`src/rtl/ecc_failure_monitor.sv`:
```
// RS decoder failure monitor: queues sigma degree per codeword, counts Chien roots
// per scan, and emits a tagged pass/fail verdict with saturating link statistics.
module ecc_failure_monitor #(
    parameter int unsigned W     = 10,
    parameter int unsigned T     = 15,
    parameter int unsigned P     = 32,
    parameter int unsigned DEPTH = 4,
    parameter int unsigned TAG_W = 4,
    parameter int unsigned CNT_W = 32
) (
    input  logic                     clk_i,
    input  logic                     rst_i,
    input  logic [W*(T+1)-1:0]       sigma_low_i,
    input  logic                     sigma_valid_i,
    input  logic [TAG_W-1:0]         sigma_tag_i,
    input  logic                     chien_busy_i,
    input  logic                     chien_done_i,
    input  logic [P-1:0]             hit_mask_i,
    input  logic                     stat_clr_i,
    output logic                     result_valid_o,
    output logic [TAG_W-1:0]         result_tag_o,
    output logic                     exceed_o,
    output logic [1:0]               reason_o,
    output logic [$clog2(T+1)-1:0]   deg_o,
    output logic [$clog2(T+2)-1:0]   roots_o,
    output logic                     q_full_o,
    output logic                     overflow_o,
    output logic [CNT_W-1:0]         cw_cnt_o,
    output logic [CNT_W-1:0]         fail_cnt_o
);

    localparam int unsigned DEG_W = $clog2(T + 1);
    localparam int unsigned RT_W  = $clog2(T + 2);
    localparam int unsigned AW    = $clog2(DEPTH);
    localparam int unsigned PTR_W = AW + 1;
    localparam int unsigned PC_W  = $clog2(P + 1);
    localparam int unsigned SUM_W = ((RT_W > PC_W) ? RT_W : PC_W) + 1;

    localparam logic [RT_W-1:0] ROOT_SAT = RT_W'(T + 1);

    localparam logic [1:0] RSN_OK       = 2'b00;
    localparam logic [1:0] RSN_MISMATCH = 2'b01;
    localparam logic [1:0] RSN_ROOTS   = 2'b10;
    localparam logic [1:0] RSN_EMPTY    = 2'b11;

    typedef enum logic {
        IDLE = 1'b0,
        SCAN = 1'b1
    } state_t;

    state_t state, state_nxt;

    logic [DEG_W-1:0] q_deg [DEPTH];
    logic [TAG_W-1:0] q_tag [DEPTH];
    logic [PTR_W-1:0] wr_ptr, rd_ptr, wr_nxt, rd_nxt;
    logic [RT_W-1:0]  acc, acc_nxt;

    logic [DEG_W-1:0] sig_deg;
    logic [PC_W-1:0]  hit_cnt;
    logic [SUM_W-1:0] sum;
    logic [RT_W-1:0]  roots_now;
    logic             q_empty, q_full, push_ok, pop, drop, full_nxt;
    logic [DEG_W-1:0] head_deg;
    logic [TAG_W-1:0] head_tag;
    logic [1:0]       reason_now;

    logic             valid_nxt, exceed_nxt, ovf_nxt;
    logic [TAG_W-1:0] tag_nxt;
    logic [1:0]       reason_nxt;
    logic [DEG_W-1:0] deg_nxt;
    logic [RT_W-1:0]  roots_nxt;
    logic [CNT_W-1:0] cw_nxt, fail_nxt;

    // Degree of sigma: highest nonzero coefficient index.
    always_comb begin
        sig_deg = '0;
        for (int unsigned i = 0; i < T + 1; i++) begin
            if (sigma_low_i[i*W +: W] != '0) sig_deg = DEG_W'(i);
        end
    end

    always_comb begin
        hit_cnt = '0;
        for (int unsigned i = 0; i < P; i++) begin
            hit_cnt = hit_cnt + PC_W'(hit_mask_i[i]);
        end
    end

    // Next-state logic for the scan FSM, queue, verdict and statistics.
    always_comb begin
        state_nxt  = state;
        acc_nxt    = acc;
        valid_nxt  = 1'b0;
        tag_nxt    = result_tag_o;
        exceed_nxt = exceed_o;
        reason_nxt = reason_o;
        deg_nxt    = deg_o;
        roots_nxt  = roots_o;
        cw_nxt     = cw_cnt_o;
        fail_nxt   = fail_cnt_o;
        ovf_nxt    = overflow_o;

        q_empty  = (wr_ptr == rd_ptr);
        q_full   = (wr_ptr[AW-1:0] == rd_ptr[AW-1:0]) && (wr_ptr[AW] != rd_ptr[AW]);
        head_deg = q_deg[rd_ptr[AW-1:0]];
        head_tag = q_tag[rd_ptr[AW-1:0]];

        pop      = chien_done_i && !q_empty;
        push_ok  = sigma_valid_i && (!q_full || pop);
        drop     = sigma_valid_i && q_full && !pop;
        wr_nxt   = wr_ptr + PTR_W'(push_ok);
        rd_nxt   = rd_ptr + PTR_W'(pop);
        full_nxt = (wr_nxt[AW-1:0] == rd_nxt[AW-1:0]) && (wr_nxt[AW] != rd_nxt[AW]);

        // Root count including this cycle's hits, saturated at T+1.
        sum = SUM_W'(acc) + SUM_W'(hit_cnt);
        if (chien_busy_i || chien_done_i) begin
            roots_now = (sum >= SUM_W'(ROOT_SAT)) ? ROOT_SAT : RT_W'(sum);
        end else begin
            roots_now = acc;
        end

        if (q_empty) begin
            reason_now = RSN_EMPTY;
        end else if (roots_now == ROOT_SAT) begin
            reason_now = RSN_ROOTS;
        end else if (roots_now != RT_W'(head_deg)) begin
            reason_now = RSN_MISMATCH;
        end else begin
            reason_now = RSN_OK;
        end

        case (state)
            IDLE:    if (chien_busy_i && !chien_done_i) state_nxt = SCAN;
            SCAN:    if (chien_done_i) state_nxt = IDLE;
            default: state_nxt = IDLE;
        endcase

        if (chien_done_i) begin
            acc_nxt = '0;
        end else if (chien_busy_i) begin
            acc_nxt = roots_now;
        end

        if (chien_done_i) begin
            valid_nxt  = 1'b1;
            tag_nxt    = q_empty ? '0 : head_tag;
            deg_nxt    = q_empty ? '0 : head_deg;
            roots_nxt  = roots_now;
            reason_nxt = reason_now;
            exceed_nxt = (reason_now != RSN_OK);
            if (cw_cnt_o != '1) cw_nxt = cw_cnt_o + CNT_W'(1);
            if ((reason_now != RSN_OK) && (fail_cnt_o != '1)) fail_nxt = fail_cnt_o + CNT_W'(1);
        end

        if (drop) ovf_nxt = 1'b1;

        if (stat_clr_i) begin
            cw_nxt   = '0;
            fail_nxt = '0;
            ovf_nxt  = 1'b0;
        end
    end

    always_ff @(posedge clk_i) begin
        if (rst_i) begin
            state          <= IDLE;
            wr_ptr         <= '0;
            rd_ptr         <= '0;
            acc            <= '0;
            result_valid_o <= 1'b0;
            result_tag_o   <= '0;
            exceed_o       <= 1'b0;
            reason_o       <= RSN_OK;
            deg_o          <= '0;
            roots_o        <= '0;
            q_full_o       <= 1'b0;
            overflow_o     <= 1'b0;
            cw_cnt_o       <= '0;
            fail_cnt_o     <= '0;
        end else begin
            state          <= state_nxt;
            wr_ptr         <= wr_nxt;
            rd_ptr         <= rd_nxt;
            acc            <= acc_nxt;
            result_valid_o <= valid_nxt;
            result_tag_o   <= tag_nxt;
            exceed_o       <= exceed_nxt;
            reason_o       <= reason_nxt;
            deg_o          <= deg_nxt;
            roots_o        <= roots_nxt;
            q_full_o       <= full_nxt;
            overflow_o     <= ovf_nxt;
            cw_cnt_o       <= cw_nxt;
            fail_cnt_o     <= fail_nxt;
        end
    end

    // Queue storage needs no reset; the pointers define validity.
    always_ff @(posedge clk_i) begin
        if (push_ok && !rst_i) begin
            q_deg[wr_ptr[AW-1:0]] <= sig_deg;
            q_tag[wr_ptr[AW-1:0]] <= sigma_tag_i;
        end
    end

endmodule

```
`config.mk`:
```
export PLATFORM = sky130hd
export DESIGN_NAME = ecc_failure_monitor
export DESIGN_NICKNAME = d
export VERILOG_FILES = /design/src/rtl/ecc_failure_monitor.sv
export SDC_FILE = /design/constraint.sdc
export NUM_CORES = 1
export LEC_CHECK = 0
export ABC_CLOCK_PERIOD_IN_PS = 7990
export BUFFER_PORTS_ARGS = -buffer_cell sky130_fd_sc_hd__buf_2
export CAP_MARGIN = 20
export CORE_MARGIN = 10
export CORE_UTILIZATION = 45
export DETAILED_ROUTE_END_ITERATION = 8
export PLACE_DENSITY = 0.79
export SLEW_MARGIN = 10
export SYNTH_ARGS = -nofsm -noshare
export SYNTH_HDL_FRONTEND = slang
export SYNTH_SLANG_ARGS = --single-unit
```
`constraint.sdc`:
```
create_clock -name clk_i -period 7.99 [get_ports clk_i]
set_input_delay 1.1985 -clock clk_i [delete_from_list [all_inputs] [get_ports clk_i]]
set_output_delay 1.1985 -clock clk_i [all_outputs]
set_load 0.02 [all_outputs]
```
==> results of run 1 <==
==> state kept, by name, summed over array words and instances, names as in the netlist <==
register        cells
wr_ptr              3
reason_o            2
rd_ptr              3
cw_cnt_o           32
roots_o             5
q_tag              16
fail_cnt_o         32
result_valid_o      1
result_tag_o        4
acc                 5
overflow_o          1
q_deg              16
exceed_o            1
deg_o               4
q_full_o            1
==> how the worst max path moves through the flow <==
stage | start | endpoint
finish | hit_mask_i[0] | fail_cnt_o[26]
global route | hit_mask_i[0] | fail_cnt_o[27]
CTS | hit_mask_i[0] | fail_cnt_o[30]
detailed placement | hit_mask_i[0] | fail_cnt_o[30]
global placement | hit_mask_i[0] | fail_cnt_o[30]
floorplan | hit_mask_i[0] | fail_cnt_o[16]
==> area by class of cell <==
| class | count | area, sq um |
|---|---|---|
| fill | 1315 | 6073 |
| multi-input combinational | 522 | 3715 |
| sequential | 126 | 2843 |
| timing repair buffer | 278 | 1421 |
| clock buffer | 23 | 478.0 |
| tap | 188 | 235.2 |
| inverter | 56 | 210.2 |
| clock inverter | 9 | 111.4 |
| antenna | 1 | 2.502 |
==> kinds of logic after synthesis <==
group,count (synthesis),synth area share
AO/OA/AOI/OAI,105,0.09802
XOR/XNOR,48,0.06121
adder cells (fa/ha/maj),46,0.1133
buffers and inverters,77,0.04518
flip-flops,126,0.4139
multiplexers,13,0.03352
AND/OR/NAND/NOR,310,0.2348
==> per-layer routing <==
metal / global-route usage / up-vias / share of wire
met5: 0 / - / 0
met4: 0.08221 / 0 / 0.024
met3: 0.05776 / 27 / 0.070
met2: 0.3319 / 231 / 0.53
met1: 0.2035 / 2924 / 0.38
li1: - / 3156 / -
==> Yosys cell counts (7+ instances only) <==
cell type,count
nand4_1,16
dfxtp_1,94
or3_1,26
clkbuf_1,16
xnor2_1,23
o31ai_1,9
nand3_1,40
nor4_1,38
o21ai_0,26
fa_1,27
nor3_1,13
ha_1,19
mux4_2,8
nor2b_1,13
nor2_1,85
nand2_1,40
xor2_1,25
edfxtp_1,32
and2_1,7
a21oi_1,29
a22o_1,8
inv_1,56
==> power groups by stage <==
stage	combinational, W	sequential, W	clock [W]
6_report	0.00143	0.000721	0.000762
5_1_grt	0.00161	0.000727	0.000803
4_1_cts	0.00144	0.000722	0.000775
3_5_place_dp	0.00142	0.000735	0
3_3_place_gp	0.00139	0.000733	0
2_1_floorplan	0.00108	0.000743	0
==> metrics by stage <==
step,instance area (sq um),cells,utilization
global placement,8397,1169,0.5565
global route,9016,1203,0.5975
CTS,8986,1201,0.5955
floorplan,6868,725,-
detailed placement,8397,1169,0.5565
finish,9016,1203,0.5975
==> critical path, cell delays in order <==
cell	delay, ns
buf_2	0.11
fa_1	0.52
inv_1	0.05
fa_1	0.47
fa_1	0.56
fa_1	0.44
fa_1	0.53
fa_1	0.43
fa_1	0.42
fa_1	0.46
nand4b_1	0.20
nor4_1	0.39
o31ai_1	0.27
o31ai_1	0.38
nand4_2	0.30
o21ai_1	0.50
nor4_1	0.11
o21a_1	0.18
==> summary.md, run 1 <==
| Metric | Value |
|---|---|
| Hold Fails Final Rpt | 0 |
| Worst reg2reg setup slack | 1.71 ns |
| Class of the worst hold path | reg2reg |
| Final period util | 0.9061 |
| Unrepaired setup endpoints after global routing | false |
| Crit path kind | in2reg |
| Die ar. | 20,600 sq um |
| Clock sinks | 126 |
| Top-area cell type share of the netlist area | 0.2740 |
| #FFs+latches synth | roughly 130 |
| Most used flip-flop cell after synthesis | dfxtp_1 |
| Worst R2R End | fail_cnt_o[26] |
| Setup ws final | around 0.75 ns |
| Global-route wire length before repair | 30.79 mm |
| Total core area | approximately 15,000 sq um |
| CP Launch Type | input pin |
| WL final | between 20 and 25 mm |
| Least-Margin Pin Slew | ~0.96 ns |
| Beginning of the worst register-to-register path | acc[0] |
| IO Pins | roughly 290 |
| Commonest non-fill, non-tap cell in the layout | buf_2 |
| CTS tree | built |
| Ys async rst share | 0 |
| Final setup vio count | 0 |
| Synthesized net count | 973 |
| Final Max Slew Viols | 0 |
| # hold bufs at CTS | 0 |
| Clock transition at path regs | about 0.060 ns |
| Crit end category | register |
| Layout Skew | 0.01109 ns |
| YS warnings | 0 |
| Vias in the first global route | 6,331 |
| Grt total ovfl | 0 |
| Clock network fraction of total power | 0.262 |
| Internal power | 0.001786 W |
| Iteration-0 DRC Markers | a little under 300 |
| Hold_sp | roots_o[0] |
| Layout cells sized above 1 | 0.3225 |
| Clock buffer depth | 2 |
| H-Tree Depth | 4 |
| Total power | between 0.002 and 0.003 W |
| Initial core utilization | 0.4551 |
| Worst-Skew Late Latency | between 0.4 and 0.5 ns |
| Top cells by area, synth | dfxtp_1, edfxtp_1, fa_1 |
| Worst hold endpoint | roots_o[0] |
| Hpwl dp | 15.97 mm |
| Nets@finish | about 1.2k |
| Gate Count Post-Synth | just over 700 |
| CP Max Fanout | 9 |
| Routed len/inst | 16.70 um |
| Final critical-path required period | 7.240 ns |
| Syn_area_per_cell | 9.473 sq um |
| ANT nets after route | 0 |
| Critical Path RT | 8.29 ns |
| Largest net degree at the start of global routing | 59 |
| Post-synthesis sequential area ratio | 0.4139 |
| Synthesized cell area | 6868 sq um |
| Layout area overhead | 31.28% |
| Initial antenna violation count | 1 |
| Logic pwr share | 0.491 |
| Slew margin rel. | 0.3597 |
| TNS Setup | 0 ns |
| PwrDens | 323.3 nW/um^2 |
| Synth area leader | dfxtp_1 |
| Psw | 0.001129 W |
| Status | completed |
| First-pass iteration count of the detailed router | 4 |
| # DRC | 0 |
| Die width | 143.5 um |
| Hold_ws | 0.4461 ns |
| Leak | 3.865 nW |
| Unique cell type count in the Yosys netlist | 55 |
| PostCTS Resize Cnt | 0 |
| Max-Cap Viols | 0 |
| Switching share of power | 0.3872 |
| Row count | 45 |
| Setup WS pre-CTS | 0.3345 ns |
| Via Count | about 6.3k |
| Buffers on Ports | 274 |
| Hold Path Cell Cnt | 2 |
| Part of the power in registers | 0.247 |
| Max Fclk | 138.1 MHz |
| GRT Overall Usage | 0.1882 |
| Cts bufs inserted | 17 |
| Post-synth EDFFs | 32 |
| CP arrival | 7.54 ns |
| Post-CTS Setup Repair Bufs | 0 |
| Vias/cell | between 5 and 6 |
| Root Driver | clkbuf_16 |
| Die span in y | 143.5 um |
| Final estimated routing congestion in global placement | about 0.86 |
| Commonest cells after routing, fill and taps aside | buf_2, dfxtp_1, nor2_1 |
| Reg2Reg Depth | 16 |
| Peak supply drop | 0.4030 mV |
Note: power is estimated with default switching activity, not from simulation.
==> inputs of run 2 (changes only) <==
--- a/config.mk
+++ b/config.mk
@@ -8,10 +8,12 @@
 export ABC_CLOCK_PERIOD_IN_PS = 7990
 export BUFFER_PORTS_ARGS = -buffer_cell sky130_fd_sc_hd__buf_2
 export CAP_MARGIN = 20
+export CELL_PAD_IN_SITES_DETAIL_PLACEMENT = 1
+export CELL_PAD_IN_SITES_GLOBAL_PLACEMENT = 1
 export CORE_MARGIN = 10
-export CORE_UTILIZATION = 45
+export CORE_UTILIZATION = 25
 export DETAILED_ROUTE_END_ITERATION = 8
-export PLACE_DENSITY = 0.79
+export PLACE_DENSITY = 0.63
 export SLEW_MARGIN = 10
 export SYNTH_ARGS = -nofsm -noshare
 export SYNTH_HDL_FRONTEND = slang
==> run 2 against run 1 <==
Effect of this change:
- hold slack improved by 0.0061 ns
- global-route usage is 5.9 points lower
- setup slack better by 0.020 ns
- via count rose by 0.36%
- critical endpoint is now fail_cnt_o[2]
- clock power up 5.5%
- clock skew shrank 0.0013 ns
- utilization shrank 26 points
- highest routed layer is now met5
- largest power group unchanged
==> summary.md, run 2 (synthesis gave the netlist of run 1 again) <==
| Metric | Value |
|---|---|
| Via Count | 6,361 |
| Crit path kind | in2reg |
| Nets@finish | 1,251 |
| Final Max Slew Viols | 0 |
| Fillcell total | 3,237 |
| Grt total ovfl | 0 |
| Commonest non-fill, non-tap cell in the layout | buf_2 |
| Leak | 3.891 nW |
| CP Launch Type | input pin |
| Global-route wire length before repair | about 35 mm |
| Slew margin rel. | 0.4621 |
| WL final | 22.95 mm |
| Unrepaired setup endpoints after global routing | false |
| Max Fclk | 138.5 MHz |
| Row count | 60 |
| First-pass iteration count of the detailed router | 4 |
| Routed len/inst | around 17 um |
| Vias/cell | 4.688 |
| Post-CTS Setup Repair Bufs | 0 |
| CTS tree | built |
| Ant diodes | 0 |
| Met1 Usage GRT | 0.1550 |
| CP Max Fanout | 9 |
| Root Driver | clkbuf_16 |
| PostCTS Resize Cnt | 0 |
| Final period util | 0.9036 |
| Clock transition at path regs | about 0.06 ns |
| Multi-input logic area | approximately 3700 sq um |
| CP arrival | 7.50 ns |
| Iteration-0 DRC Markers | 214 |
| Slowest stage delay, CP | 0.56 ns |
| Initial antenna violation count | 1 |
| Critical Path RT | 8.27 ns |
| Die span in y | between 150 and 200 um |
| Max-Cap Viols | 0 |
| GRT Overall Usage | 0.1289 |
| CP most frequent cell | fa_1 |
| TNS Setup | 0 ns |
| Worst reg2reg setup slack | 1.75 ns |
| H-Tree Depth | 4 |
| Clock buffer depth | 2 |
| Final estimated routing congestion in global placement | 0.7523 |
| Peak supply drop | 0.2536 mV |
| Grt met3 use | 0.04036 |
| Largest net degree at the start of global routing | 51 |
| Most Crowded Layer GR | met2 |
| # DRC | 0 |
| Least-Margin Pin Slew | roughly 0.80 ns |
| Class of the worst hold path | reg2reg |
| Hpwl dp | 18.80 mm |
| ANT nets after route | 0 |
| Biggest regs | cw_cnt_o (32), fail_cnt_o (32) |
| Clock sinks | about 130 |
| PwrDens | 326.1 nW/um^2 |
| Worst-Skew Late Latency | 0.42 ns |
| Status | completed |
| Hold Fails Final Rpt | 0 |
| Layout Skew | 0.009793 ns |
| IO Pins | 285 |
| Final setup vio count | 0 |
| Die ar. | 34,500 sq um |
| Layout area overhead | 34.47% |
| # hold bufs at CTS | 0 |
| Final critical-path required period | 7.220 ns |
| Cts bufs inserted | 17 |
| Layout cells sized above 1 | 0.3268 |
| Commonest cells after routing, fill and taps aside | buf_2, dfxtp_1, nor2_1 |
| Initial core utilization | 0.2541 |
| Vias in the first global route | between 6k and 7k |
| Die width | between 150 and 200 um |
| Slowest cell on the critical path | fa_1 |
| Buffers on Ports | ~270 |
| Crit end category | register |
| Met2 Resource Use GR | 0.2180 |
| Register cell area after layout | 2843 sq um |
| Critical Path, Cell by Cell | buf_2 -> fa_1 -> inv_1 -> fa_1 -> fa_1 -> fa_1 -> fa_1 -> fa_1 -> fa_1 -> fa_1 -> nand4b_1 -> nor4_1 -> o31ai_1 -> o31ai_1 -> nand4_2 -> o21ai_1 -> or3_1 -> a21oi_1 |
| Total core area | 27,030 sq um |
| Final Util | 0.3417 |
run 2: changes by cell type in the layout (fill, tap and decap cells not counted), sizes merged:
cell      before  now
bufinv         2    1
clkinv         3    6
clkinvlp       3    0
clkbuf        23   17
buf          278  280
diode          1    0
inv           57   64
run 2: path summary, 6_finish.rpt:
kind	to	start	cells after the start
worst max-delay path	fail_cnt_o[2]	hit_mask_i[0]	18
worst min-delay path	roots_o[4]	roots_o[4]	2
worst max register to register	fail_cnt_o[2]	acc[0]	16
worst min register to register	roots_o[4]	roots_o[4]	2
run 2: critical path, delay by kind of cell:
family	cells	cell delay, ns
compound gates	4	1.16
fa+ha+maj	8	3.87
buf+inv	2	0.17
simple gates	4	1.09
run 2: metrics by stage:
stage          worst slack (ns)  total power (W)  area, sq um  std cells  hold slack [ns]
6_report                 0.7704         0.003012         9235       1357           0.4521
3_3_place_gp             0.4035         0.002226         8603       1324           0.4381
2_1_floorplan            0.8622         0.001823         6868        725           0.4963
4_1_cts                  0.7318         0.003080         9224       1356           0.4654
5_1_grt                  0.3561         0.003290         9235       1357           0.4809
3_5_place_dp             0.3531         0.002253         8603       1324           0.4504
run 2: final cells by class:
| class | instances | area share |
|---|---|---|
| repair buffers | 280 | 0.1538 |
| flip-flops and latches | 126 | 0.3078 |
| clock buffers | 17 | 0.04606 |
| multi-input cells | 522 | 0.4022 |
| well taps | 341 | 0.04620 |
| clock inverters | 15 | 0.02114 |
| inverters | 56 | 0.02276 |
run 2: power breakdown:
group | internal (W) | leakage (nW) | switching, W
combinational | 0.000638 | 2.52 | 0.000849
sequential | 0.000689 | 1.07 | 0.0000321
clock | 0.000453 | 0.303 | 0.000351
total | 0.00178 | 3.89 | 0.00123
run 2: routing by layer:
| metal | wire length, um | share of wire |
|---|---|---|
| met3 | 1289 | 0.056 |
| met2 | 11570 | 0.50 |
| met5 | 13 | 0.00057 |
| met1 | 9847 | 0.43 |
| met4 | 225 | 0.0098 |
